### config.mk
export PLATFORM = sky130hd
export DESIGN_NAME = conv_seq_ctrl_flat
export DESIGN_NICKNAME = d
export VERILOG_FILES = /design/src/rtl/conv_seq_ctrl_if.sv /design/src/rtl/conv_seq_ctrl.sv /design/src/flat_wrapper.sv
export SDC_FILE = /design/constraint.sdc
export NUM_CORES = 1
export LEC_CHECK = 0
export ABC_AREA = 1
export CAP_MARGIN = 30
export CORE_UTILIZATION = 51
export CTS_BUF_LIST = sky130_fd_sc_hd__clkbuf_8 sky130_fd_sc_hd__clkbuf_16
export DETAILED_ROUTE_END_ITERATION = 8
export PLACE_DENSITY = 0.92
export RECOVER_POWER = 50
export REMOVE_ABC_BUFFERS = 1
export SETUP_SLACK_MARGIN = 0.1
export SLEW_MARGIN = 20
export SYNTH_ARGS = -nofsm -noshare
export SYNTH_HDL_FRONTEND = slang
export SYNTH_SLANG_ARGS = --single-unit
### constraint.sdc
create_clock -name clk -period 2.5 [get_ports clk]
set_input_delay 0.375 -clock clk [delete_from_list [all_inputs] [get_ports clk]]
set_output_delay 0.375 -clock clk [all_outputs]
set_load 0.005 [all_outputs]
### src/rtl/conv_seq_ctrl_if.sv
// Handshake/status bundle between the conv-layer sequencer and its controller.
// With PERF_CNT_EN defined the bundle also carries the perf_cycles counter.
interface conv_seq_ctrl_if #(
  parameter int KCOL = 3,
  parameter int CH   = 32,
  parameter int NCOL = 560
) ();
  logic                      start;
  logic                      enable;
  logic                      abort;
  logic [31:0]               status;
  logic                      busy;
  logic                      done;
  logic [$clog2(KCOL+1)-1:0] kcol_idx;
  logic [$clog2(CH+1)-1:0]   ch_idx;
  logic [$clog2(NCOL+1)-1:0] col_idx;
`ifdef PERF_CNT_EN
  logic [31:0]               perf_cycles;
`endif

  modport slave (
    input  start, enable, abort,
    output status, busy, done, kcol_idx, ch_idx, col_idx
`ifdef PERF_CNT_EN
    , output perf_cycles
`endif
  );

  modport master (
    output start, enable, abort,
    input  status, busy, done, kcol_idx, ch_idx, col_idx
`ifdef PERF_CNT_EN
    , input perf_cycles
`endif
  );
endinterface

### src/rtl/conv_seq_ctrl.sv
// Conv-layer control sequencer: walks kernel-column / channel / output-column loops
// and decodes the datapath status word. Optional PERF_CNT_EN adds a busy-cycle counter.
module conv_seq_ctrl #(
  parameter int KCOL      = 3,
  parameter int CH        = 32,
  parameter int EN_CYC    = 2,
  parameter int OUT_BEATS = 7,
  parameter int NCOL      = 560
) (
  input logic            clk,
  input logic            rst_n,
  conv_seq_ctrl_if.slave bus
);

  localparam int KW   = $clog2(KCOL+1);
  localparam int CW   = $clog2(CH+1);
  localparam int NW   = $clog2(NCOL+1);
  localparam int DMAX = (EN_CYC > OUT_BEATS) ? EN_CYC : OUT_BEATS;
  localparam int DW   = $clog2(DMAX+1);

  localparam logic [KW-1:0] KCOL_LAST = KW'(KCOL-1);
  localparam logic [CW-1:0] CH_LAST   = CW'(CH-1);
  localparam logic [NW-1:0] NCOL_LAST = NW'(NCOL-1);
  localparam logic [DW-1:0] EN_LAST   = DW'(EN_CYC-1);
  localparam logic [DW-1:0] OUT_LAST  = DW'(OUT_BEATS-1);

  typedef enum logic [3:0] {
    S_IDLE, S_READ, S_EN, S_ROVER, S_DISEN, S_ROVER2, S_MAC,
    S_PA, S_BA, S_CA, S_RELU, S_PAR, S_OUT, S_DONE
  } state_e;

  state_e        state_q, state_d;
  logic [KW-1:0] kcol_q, kcol_d;
  logic [CW-1:0] ch_q, ch_d;
  logic [NW-1:0] col_q, col_d;
  logic [DW-1:0] dwell_q, dwell_d;

  always_ff @(posedge clk or negedge rst_n) begin
    if (!rst_n) begin
      state_q <= S_IDLE;
      kcol_q  <= '0;
      ch_q    <= '0;
      col_q   <= '0;
      dwell_q <= '0;
    end else begin
      state_q <= state_d;
      kcol_q  <= kcol_d;
      ch_q    <= ch_d;
      col_q   <= col_d;
      dwell_q <= dwell_d;
    end
  end

  // Abort outranks everything, including a frozen (enable=0) sequencer.
  always_comb begin
    state_d = state_q;
    kcol_d  = kcol_q;
    ch_d    = ch_q;
    col_d   = col_q;
    dwell_d = dwell_q;
    if (bus.abort) begin
      state_d = S_IDLE;
      kcol_d  = '0;
      ch_d    = '0;
      col_d   = '0;
      dwell_d = '0;
    end else if (bus.enable) begin
      unique case (state_q)
        S_IDLE:   if (bus.start) state_d = S_READ;
        S_READ:   state_d = S_EN;
        S_EN: begin
          if (dwell_q == EN_LAST) begin
            dwell_d = '0;
            state_d = S_ROVER;
          end else begin
            dwell_d = dwell_q + DW'(1);
          end
        end
        S_ROVER: begin
          if (dwell_q == EN_LAST) begin
            dwell_d = '0;
            state_d = S_DISEN;
          end else begin
            dwell_d = dwell_q + DW'(1);
          end
        end
        S_DISEN:  state_d = S_ROVER2;
        S_ROVER2: state_d = S_MAC;
        S_MAC:    state_d = S_PA;
        S_PA: begin
          if (kcol_q == KCOL_LAST) begin
            kcol_d  = '0;
            state_d = S_BA;
          end else begin
            kcol_d  = kcol_q + KW'(1);
            state_d = S_READ;
          end
        end
        S_BA:     state_d = S_CA;
        S_CA: begin
          if (ch_q == CH_LAST) begin
            ch_d    = '0;
            state_d = S_RELU;
          end else begin
            ch_d    = ch_q + CW'(1);
            state_d = S_READ;
          end
        end
        S_RELU:   state_d = S_PAR;
        S_PAR:    state_d = S_OUT;
        S_OUT: begin
          if (dwell_q == OUT_LAST) begin
            dwell_d = '0;
            if (col_q == NCOL_LAST) begin
              col_d   = '0;
              state_d = S_DONE;
            end else begin
              col_d   = col_q + NW'(1);
              state_d = S_READ;
            end
          end else begin
            dwell_d = dwell_q + DW'(1);
          end
        end
        S_DONE:   state_d = S_IDLE;
        default:  state_d = S_IDLE;
      endcase
    end
  end

  always_comb begin
    bus.status = 32'h0;
    unique case (state_q)
      S_READ:   bus.status = 32'h0000_0003;
      S_EN:     bus.status = 32'h0000_0033;
      S_ROVER:  bus.status = 32'h0000_0031;
      S_DISEN:  bus.status = 32'h0000_0011;
      S_ROVER2: bus.status = 32'h0000_0010;
      S_MAC:    bus.status = 32'h0000_000C;
      S_PA:     bus.status = 32'h0000_00C0;
      S_BA:     bus.status = 32'h0000_0100;
      S_CA:     bus.status = 32'h0000_0200;
      S_RELU:   bus.status = 32'h0000_0400;
      S_PAR:    bus.status = 32'h0000_0800;
      S_OUT:    bus.status = 32'h0000_1000;
      default:  bus.status = 32'h0;
    endcase
  end

  assign bus.busy     = (state_q != S_IDLE);
  assign bus.done     = (state_q == S_DONE);
  assign bus.kcol_idx = kcol_q;
  assign bus.ch_idx   = ch_q;
  assign bus.col_idx  = col_q;

`ifdef PERF_CNT_EN
  logic [31:0] perf_q, perf_d;

  // Counts enabled working cycles; the value freezes through DONE/IDLE until the next start.
  always_comb begin
    perf_d = perf_q;
    if (bus.abort) begin
      perf_d = '0;
    end else if (bus.enable) begin
      if (state_q == S_IDLE) begin
        if (bus.start) perf_d = '0;
      end else if (state_q != S_DONE && perf_q != 32'hFFFF_FFFF) begin
        perf_d = perf_q + 32'd1;
      end
    end
  end

  always_ff @(posedge clk or negedge rst_n) begin
    if (!rst_n) perf_q <= '0;
    else        perf_q <= perf_d;
  end

  assign bus.perf_cycles = perf_q;
`endif

endmodule
### src/flat_wrapper.sv
// flat-port wrapper written by rule: the top's interface ports become plain ports
module conv_seq_ctrl_flat 
#(
  parameter int KCOL      = 3,
  parameter int CH        = 32,
  parameter int EN_CYC    = 2,
  parameter int OUT_BEATS = 7,
  parameter int NCOL      = 560
)
  (clk, rst_n, bus_start, bus_enable, bus_abort, bus_status, bus_busy, bus_done, bus_kcol_idx, bus_ch_idx, bus_col_idx);
  conv_seq_ctrl_if #(.KCOL(KCOL), .CH(CH), .NCOL(NCOL)) bus_i ();
  input logic clk;
  input logic rst_n;
  input wire logic [$bits(bus_i.start)-1:0] bus_start;
  input wire logic [$bits(bus_i.enable)-1:0] bus_enable;
  input wire logic [$bits(bus_i.abort)-1:0] bus_abort;
  output wire logic [$bits(bus_i.status)-1:0] bus_status;
  output wire logic [$bits(bus_i.busy)-1:0] bus_busy;
  output wire logic [$bits(bus_i.done)-1:0] bus_done;
  output wire logic [$bits(bus_i.kcol_idx)-1:0] bus_kcol_idx;
  output wire logic [$bits(bus_i.ch_idx)-1:0] bus_ch_idx;
  output wire logic [$bits(bus_i.col_idx)-1:0] bus_col_idx;
  assign bus_i.start = bus_start;
  assign bus_i.enable = bus_enable;
  assign bus_i.abort = bus_abort;
  assign bus_status = bus_i.status;
  assign bus_busy = bus_i.busy;
  assign bus_done = bus_i.done;
  assign bus_kcol_idx = bus_i.kcol_idx;
  assign bus_ch_idx = bus_i.ch_idx;
  assign bus_col_idx = bus_i.col_idx;
  conv_seq_ctrl #(.KCOL(KCOL), .CH(CH), .EN_CYC(EN_CYC), .OUT_BEATS(OUT_BEATS), .NCOL(NCOL)) u_core (.clk(clk), .rst_n(rst_n), .bus(bus_i));
endmodule
After elaboration in Yosys (flattened, before gate mapping)
Memory sizes are Yosys's and may differ from the RTL's.
Cells that the tools add are included.

word-level totals
  register bits = 25
  memory bits (read-only) = 208
  input port bits = 5
  logic and storage cells = 74
  memories = 1

memory list
  name              words  width  read ports  clocked after Yosys merged registers in  wr ports  line                  RTL
  (name not given)  16     13     1           0                                        0         conv_seq_ctrl.sv:133  unique case (state_q)

operators by class
  add/sub/neg operators = 4
  equality and inequality tests = 22
  muxes and demuxes = 28
  reduce and logical (&&, ||, !) cells = 14

operators with widths
  operator                 count
  $pmux W4 S13             1
  $mux W10                 5
  $mux W4                  9
  $eq A4 B4 Y1 const B     6
  $mux W6                  4
  $eq A4 B3 Y1 const B     4
  $mux W3                  4
  $add A10 B1 Y10 const B  1
  $eq A10 B10 Y1 const B   1
  $reduce_bool A2 Y1       5
  $ne A3 B2 Y1 const B     3
  $eq A4 B2 Y1 const B     2
  $mux W2                  4
  $add A6 B1 Y6 const B    1
  $eq A6 B5 Y1 const B     1
  $pmux W3 S2              1
  $reduce_and A2 Y1        3
  $reduce_and A5 Y1        1
  $eq A4 B1 Y1 const B     1
  $logic_not A4 Y1         1
  $reduce_bool A4 Y1       1
  $add A3 B1 Y3 const B    1
  $eq A3 B1 Y1 const B     1
  $eq A3 B3 Y1 const B     1
  other kinds (6)          6

Depth between registers and ports, before layout
Gate-level depths: netlist of the first run.

  depth after elaboration = 6
  mapped depth = 10
  depth with buffers taken out = 10

Worst setup path before layout of the first run
Ideal clock, no wire load.

  path kind = flip-flop to flip-flop
  start point = register u_core.state_q[1]
  end point = register u_core.col_q[5] (netlist: u_core.bus.col_idx[5])
  setup time = 126 ps
  arrival = 1422 ps
  data required time = 2374 ps
  path slack = 952 ps
  cell stages (with the launch flop) = 9
  path through = dfrtp_1 -> inv_1 -> ha_1 -> nand3_2 -> nand2_2 -> nand3_4 -> buf_6 -> o21ai_0 -> a21oi_1

on the way
  longest elaborated chain between the ends = 3

RTL lines
  item                          line                 RTL
  from (decl)                   conv_seq_ctrl.sv:32  state_e state_q, state_d;
  from (signal assigned)        conv_seq_ctrl.sv:46  state_q <= state_d;
  $eq A4 B4 Y1                  conv_seq_ctrl.sv:68  unique case (state_q)
  $reduce_bool A2 Y1 (no line)  -
  $reduce_and A3 Y1 (no line)   -
  to (signal assigned)          conv_seq_ctrl.sv:49  col_q <= col_d;
  to (decl)                     conv_seq_ctrl.sv:35  logic [NW-1:0] col_q, col_d;

Every way passes these cells.
A chain may end at the register's enable or synchronous reset.

Worst setup path after layout of the first run
  start point = register u_core.state_q[1]
  end point = output port bus_status[9]

on the way
  longest elaborated chain between the ends = 1

RTL lines
  item             line                RTL
  $mem_v2 Z16 W13  -
  to (decl)        flat_wrapper.sv:17  output wire logic [$bits(bus_i.status)-1:0] bus_status;

Every way passes these cells.

==> results of run 1 <==
report_power, final:
group	switching [uW]	internal, uW	total (uW)
Combinational	323	297	620
Sequential	72.7	453	525
Clock	134	112	245
state kept, by name, indices dropped and copies added, names as in the netlist:
name / flops
u_core.dwell_q: 3
u_core.bus.kcol_idx: 2
u_core.bus.col_idx: 10
u_core.bus.ch_idx: 6
u_core.state_q: 4
metal layers:
metal,part of all wire [%],track usage [%],vias up
met1,47,28.2,827
li1,-,-,920
met2,48,35.0,56
met3,4.0,2.36,5
met4,0.91,5.68,0
met5,0,0,-
repair_timing:
| action | 4_1_cts | 5_1_grt |
|---|---|---|
| setup buffers | 0 | 0 |
| hold endpoints to repair | 0 | 0 |
| endpoints found under the setup margin | 0 | 4 |
| resized for setup | 0 | 2 |
cell usage after synthesis (3+ instances only):
cell type	instances
nand2_1	63
nor2_1	42
inv_1	32
dfrtp_1	25
buf_4	22
nand3_1	22
o21ai_0	19
ha_1	8
a21oi_1	5
nand4_1	5
inv_2	4
nand2_2	4
o21a_1	4
nor3_1	3
metrics by stage:
stage	cells	util, %	hold slack (ns)
2_1_floorplan	273	-	0.0794
3_3_place_gp	357	64.5	0.524
3_5_place_dp	357	64.5	0.530
4_1_cts	361	65.8	0.468
5_1_grt	361	65.8	0.597
6_report	361	65.8	0.543
final timing paths:
| kind | depth (start not counted) | slack (ns) | startpoint | end |
|---|---|---|---|---|
| min in group asynchronous | 2 | 0.92 | rst_n | u_core.dwell_q[0] |
| max in group asynchronous | 2 | 0.79 | rst_n | u_core.dwell_q[2] |
| max | 5 | 0.16 | u_core.state_q[1] | bus_status[9] |
| min | 3 | 0.54 | u_core.bus.col_idx[9] | u_core.bus.col_idx[9] |
| min reg2reg | 3 | 0.54 | u_core.bus.col_idx[9] | u_core.bus.col_idx[9] |
| max reg2reg | 9 | 0.67 | u_core.state_q[1] | u_core.bus.col_idx[6] |
cells by family (layout without fill, tap and decap cells):
kind of cell | after synthesis | in the layout
simple gates | 147 | 147
other cells | 1 | 19
buf+inv | 62 | 79
xor+xnor | 1 | 1
flops | 25 | 25
compound gates | 36 | 36
fa+ha+maj | 8 | 8
worst min-delay path, stage by stage, from the launching register on:
cell,delay (ns)
dfrtp_1,0.37
nand2_1,0.06
nand2_1,0.06
nor2_1,0.03
area by class of cell:
type                    count  area [um2]
multi-input cells         211        1030
well taps                  46        57.6
repair buffers             38         374
flip-flops and latches     25         626
inverters                  37         144
fillers                   315        1190
clock buffers               3        41.3
clock inverters             1        5.00
==> results_dict.tcl, run 1 <==
set metrics [dict create \
    status "completed" \
    ctsHoldBuffers 0 \
    layout_common_cells "nand2_1, nor2_1, inv_1" \
    clockRootBuffer "clkbuf_8" \
    critPathTopFamily "buffers and inverters" \
    timing.critical_path.buf_inv 3 \
    postSynthAreaPerCell_um2 6.88 \
    layout.nets 329 \
    postSynthRegisterBits 25 \
    viasPerCell 5.01 \
    cts_h_tree_depth 1 \
    fraction_of_layout_cells_with_a_size_suffix_above_1_pct 7.30 \
    power_leakage_uw 0.00118 \
    clock_latency_ns 0.27 \
    skew_ns 0.00491 \
    areaGrowthSynthToFinish_pct 18.4 \
    finalHoldViolCount 0 \
    synthCells 280 \
    dr.pass1.iters 4 \
    routed-via-count 1808 \
    global_route.usage.total_pct 20.9 \
    detailed_place.area_um2 2240 \
    crit_fanout 5 \
    final_slew_viol_count 0 \
    final_antenna_diode_count 0 \
    cts_num_sinks 25 \
    cell_area_synth_um2 1930 \
    vdd.ir_drop.worst_v 0.000268 \
    num_rows 21 \
    hp-class "flop to flop" \
    ranking_of_synthesized_cells_by_area "dfrtp_1, nand2_1, buf_4" \
    chipWidth_um 63.5 \
    worst_ep_required_time_ns 2.12 \
    antenna_violations_before_repair 0 \
    crit_path_max_incr_delay_ns 0.57 \
    dieHeight_um 63.5 \
    finalWirelength_mm 4.07 \
    fin_setup_tns_ns 0 \
    synth-adder-area-share_pct 5.19 \
    detail_route.wl_per_cell_um 11.3 \
    via_count_of_the_first_global_routing_pass 1529 \
    globalRoute.totalOverflow 0 \
    grt_start_max_net_pins 26 \
    grt_setup_unrepaired "no" \
    drt_first_iter_violations 181 \
    netlist.top_cell.by_area "dfrtp_1" \
    maxClockFrequency_mhz 427 \
    grt_first_pass_wirelength_mm 6.75 \
    timing.critical_path.from_type "flop" \
    postSynth.topFlopCell "dfrtp_1" \
    clk_transition_reported_paths_ns 0.09 \
    post-route-period-util_pct 93.6 \
    cell_area_after_layout_um2 2280 \
    setup_viol 0 \
    tritoncts "built" \
    core_region_area_um2 3470 \
    timing.critical_path.slowest_stage_cell "clkdlybuf4s50_1" \
    gp_congestion 0.889 \
    period_needed_ns 2.34 \
    synth_top_family_by_area "simple AND/OR/NAND/NOR gates" \
    post-synth-top-area-fraction_pct 32.5 \
    yosysWarningCount 0 \
    power_density_nw_per_um2 610 \
    worst_setup_path_end_kind "primary output" \
    synth-edff-count 0 \
    fin_ws_ns 0.160 \
    critical_path.cell_chain "inv_1 > ha_1 > inv_1 > nor2_1 > clkdlybuf4s50_1" \
    synth_area_in_compound_gates_pct 10.7 \
    dpl.hpwl_mm 3.08 \
    netlist-cell-type-count 31 \
    number_of_clock_buffers_inserted_by_tritoncts 3 \
    slew_headroom_pct 10.0 \
    worstMarginPinSlew_ns 1.35 \
    drv.max_cap_violation_count 0 \
    numPortBuffers 37 \
    crit_top_cell "inv_1" \
    remaining_drc_errors 0 \
    start_util_pct 55.6 \
    place_ws_ns 0.483 \
    synth.area.mux_share_pct 0 \
    yosys.area_share.simple_pct 33.5 \
    synth_sequential_area_ratio_pct 32.5 \
    synth_xor_xnor_area_share_pct 0.455 \
    die_area_um2 4030 \
    mostFrequentLayoutCell "nand2_1" \
    total_power_uw 1390 \
    pin_count 57 \
    antenna_violating_nets_left 0 \
    worst_setup_path_category "flop to primary output" \
    timing.critical_path.arrival_ns 1.96 \
    cts_buffer_depth 2 \
    ys_async_sr_fraction_pct 100 \
]
(Power assumes the default switching activity.)
==> inputs of run 2 (changes only) <==
- CORE_ASPECT_RATIO: not set -> 0.8
- HOLD_SLACK_MARGIN: not set -> 0.1
==> run 2 against run 1 <==
  * The flow now finishes with violations (DRC)
  * Sequential cell count unchanged
  * Register-to-register slack improved by 0.02 ns
  * Sequential power hardly changed
  * First-iteration DRC count is 24% higher
  * Via count is 1.3% higher
  * Worst setup slack better by 0.059 ns
  * Clock power hardly changed
==> results_dict.tcl, run 2 (synthesized netlist as in run 1, its figures left out) <==
set metrics [dict create \
    status "finished, violations left" \
    failed_checks "DRC" \
    timing.critical_path.buf_inv 2 \
    viasPerCell 5.13 \
    critPathTopFamily "buffers and inverters" \
    antenna_violations_before_repair 0 \
    global_route.usage.total_pct 21.1 \
    core_region_area_um2 3520 \
    worstMarginPinSlew_ns 1.27 \
    ctsHoldBuffers 0 \
    num_rows 19 \
    gp_congestion 0.886 \
    timing.critical_path.arrival_ns 1.91 \
    antenna_violating_nets_left 0 \
    post-route-period-util_pct 91.2 \
    dr.pass1.iters 6 \
    fin_ws_ns 0.220 \
    areaGrowthSynthToFinish_pct 17.8 \
    routed-via-count 1831 \
    slew_headroom_pct 15.3 \
    fraction_of_layout_cells_with_a_size_suffix_above_1_pct 6.35 \
    crit_fanout 7 \
    worst_ep_required_time_ns 2.12 \
    postCtsResizedCells 0 \
    layout_common_cells "nand2_1, nor2_1, inv_1" \
    maxClockFrequency_mhz 439 \
    cts_buffer_depth 2 \
    finish.cell_count_without_fillers 357 \
    final.hold.worst_slack_ns 0.545 \
    globalRoute.totalOverflow 0 \
    grt_setup_unrepaired "no" \
    cts_num_sinks 25 \
    drt_first_iter_violations 225 \
    crit_path_max_incr_delay_ns 0.52 \
    skew_ns 0.0111 \
    period_needed_ns 2.28 \
    startpoint_of_the_most_critical_setup_path "u_core.state_q[0]" \
    worst_setup_path_end_kind "primary output" \
    dpl.hpwl_mm 3.19 \
    holdCritStartpoint "u_core.bus.kcol_idx[1]" \
    fin_setup_tns_ns 0 \
    drv.max_cap_violation_count 0 \
    clockRootBuffer "clkbuf_8" \
    timing.critical_path.slowest_stage_cell "clkdlybuf4s50_1" \
    die_area_um2 4030 \
    clk_transition_reported_paths_ns 0.08 \
    hp-class "flop to flop" \
    setup_viol 0 \
    final_antenna_diode_count 0 \
    grt_start_max_net_pins 26 \
    place.detailed.instances 353 \
    power_leakage_uw 0.00118 \
    flip_flop_count_of_the_largest_register_after_layout 10 \
    finalHoldViolCount 0 \
    mostFrequentLayoutCell "nand2_1" \
    vdd.ir_drop.worst_v 0.000632 \
    nFillCells 312 \
    final_slew_viol_count 0 \
    grt_first_pass_wirelength_mm 6.93 \
    remaining_drc_errors 7 \
    crit-reg2reg-launch "u_core.state_q[0]" \
    dieHeight_um 57.0 \
    cts_h_tree_depth 1 \
    post-cts-setup-buffers 0 \
    numPortBuffers 37 \
    via_count_of_the_first_global_routing_pass 1602 \
    tritoncts "built" \
    chipWidth_um 70.7 \
    start_util_pct 54.8 \
    pin_count 57 \
    detail_route.wl_per_cell_um 11.4 \
    number_of_clock_buffers_inserted_by_tritoncts 3 \
    critical_path.cell_chain "inv_1 > ha_1 > nand3_1 > o21ai_0 > clkdlybuf4s50_1" \
    place_ws_ns 0.524 \
    layout.nets 329 \
    worst_setup_path_category "flop to primary output" \
    timing.critical_path.from_type "flop" \
    finalWirelength_mm 4.07 \
    total_power_uw 1390 \
    power_density_nw_per_um2 613 \
    clock_latency_ns 0.27 \
]
-- run 2: cell count changes in the layout (fill, tap and decap cells not counted), sizes merged --
cell           delta
clkdlybuf4s50     +2
dlygate4sd3       -2
-- run 2: worst reg2reg max path, stage by stage, from the launching register on --
cell	delay, ns
dfrtp_1	0.42
inv_1	0.13
ha_1	0.31
nand3_2	0.15
nand2_2	0.15
nand3_4	0.18
inv_1	0.17
nand3_1	0.09
a21oi_1	0.16
-- run 2: power by group --
group	switching, uW	total [uW]	leakage, uW	internal [uW]
clock network	130	242	0.0000255	111
registers	75.6	528	0.000342	453
logic	326	621	0.000812	295
-- run 2: final cells by class --
type | instances | area, um2 | area share, %
Timing Repair Buffer | 38 | 374 | 16.5
Clock inverter | 1 | 5.00 | 0.221
Multi-Input combinational cell | 211 | 1030 | 45.3
Inverter | 37 | 144 | 6.34
Tap cell | 42 | 52.6 | 2.32
Sequential cell | 25 | 626 | 27.6
Clock buffer | 3 | 41.3 | 1.82
-- run 2: path summary, 6_finish.rpt --
path                                           to  slack [ns]  depth (start not counted)
min in group asynchronous   u_core.bus.col_idx[9]        0.89                          2
min                        u_core.bus.kcol_idx[1]        0.54                          2
min reg2reg                u_core.bus.kcol_idx[1]        0.54                          2
max                                 bus_status[0]        0.22                          5
max in group asynchronous    u_core.bus.ch_idx[2]        0.85                          2
max reg2reg                 u_core.bus.col_idx[5]        0.69                          8
-- run 2: metal layers --
metal  global-route usage (%)  routed length (um)
met3                     3.71                 247
met4                     2.86                  27
met2                     36.3                1920
met1                     29.0                1870
met5                        0                   0
-- run 2: per-stage QoR --
stage	instance area (um2)	util, %
2_1_floorplan	1800	-
3_3_place_gp	2230	63.4
3_5_place_dp	2230	63.4
4_1_cts	2280	64.8
5_1_grt	2270	64.5
6_report	2270	64.5
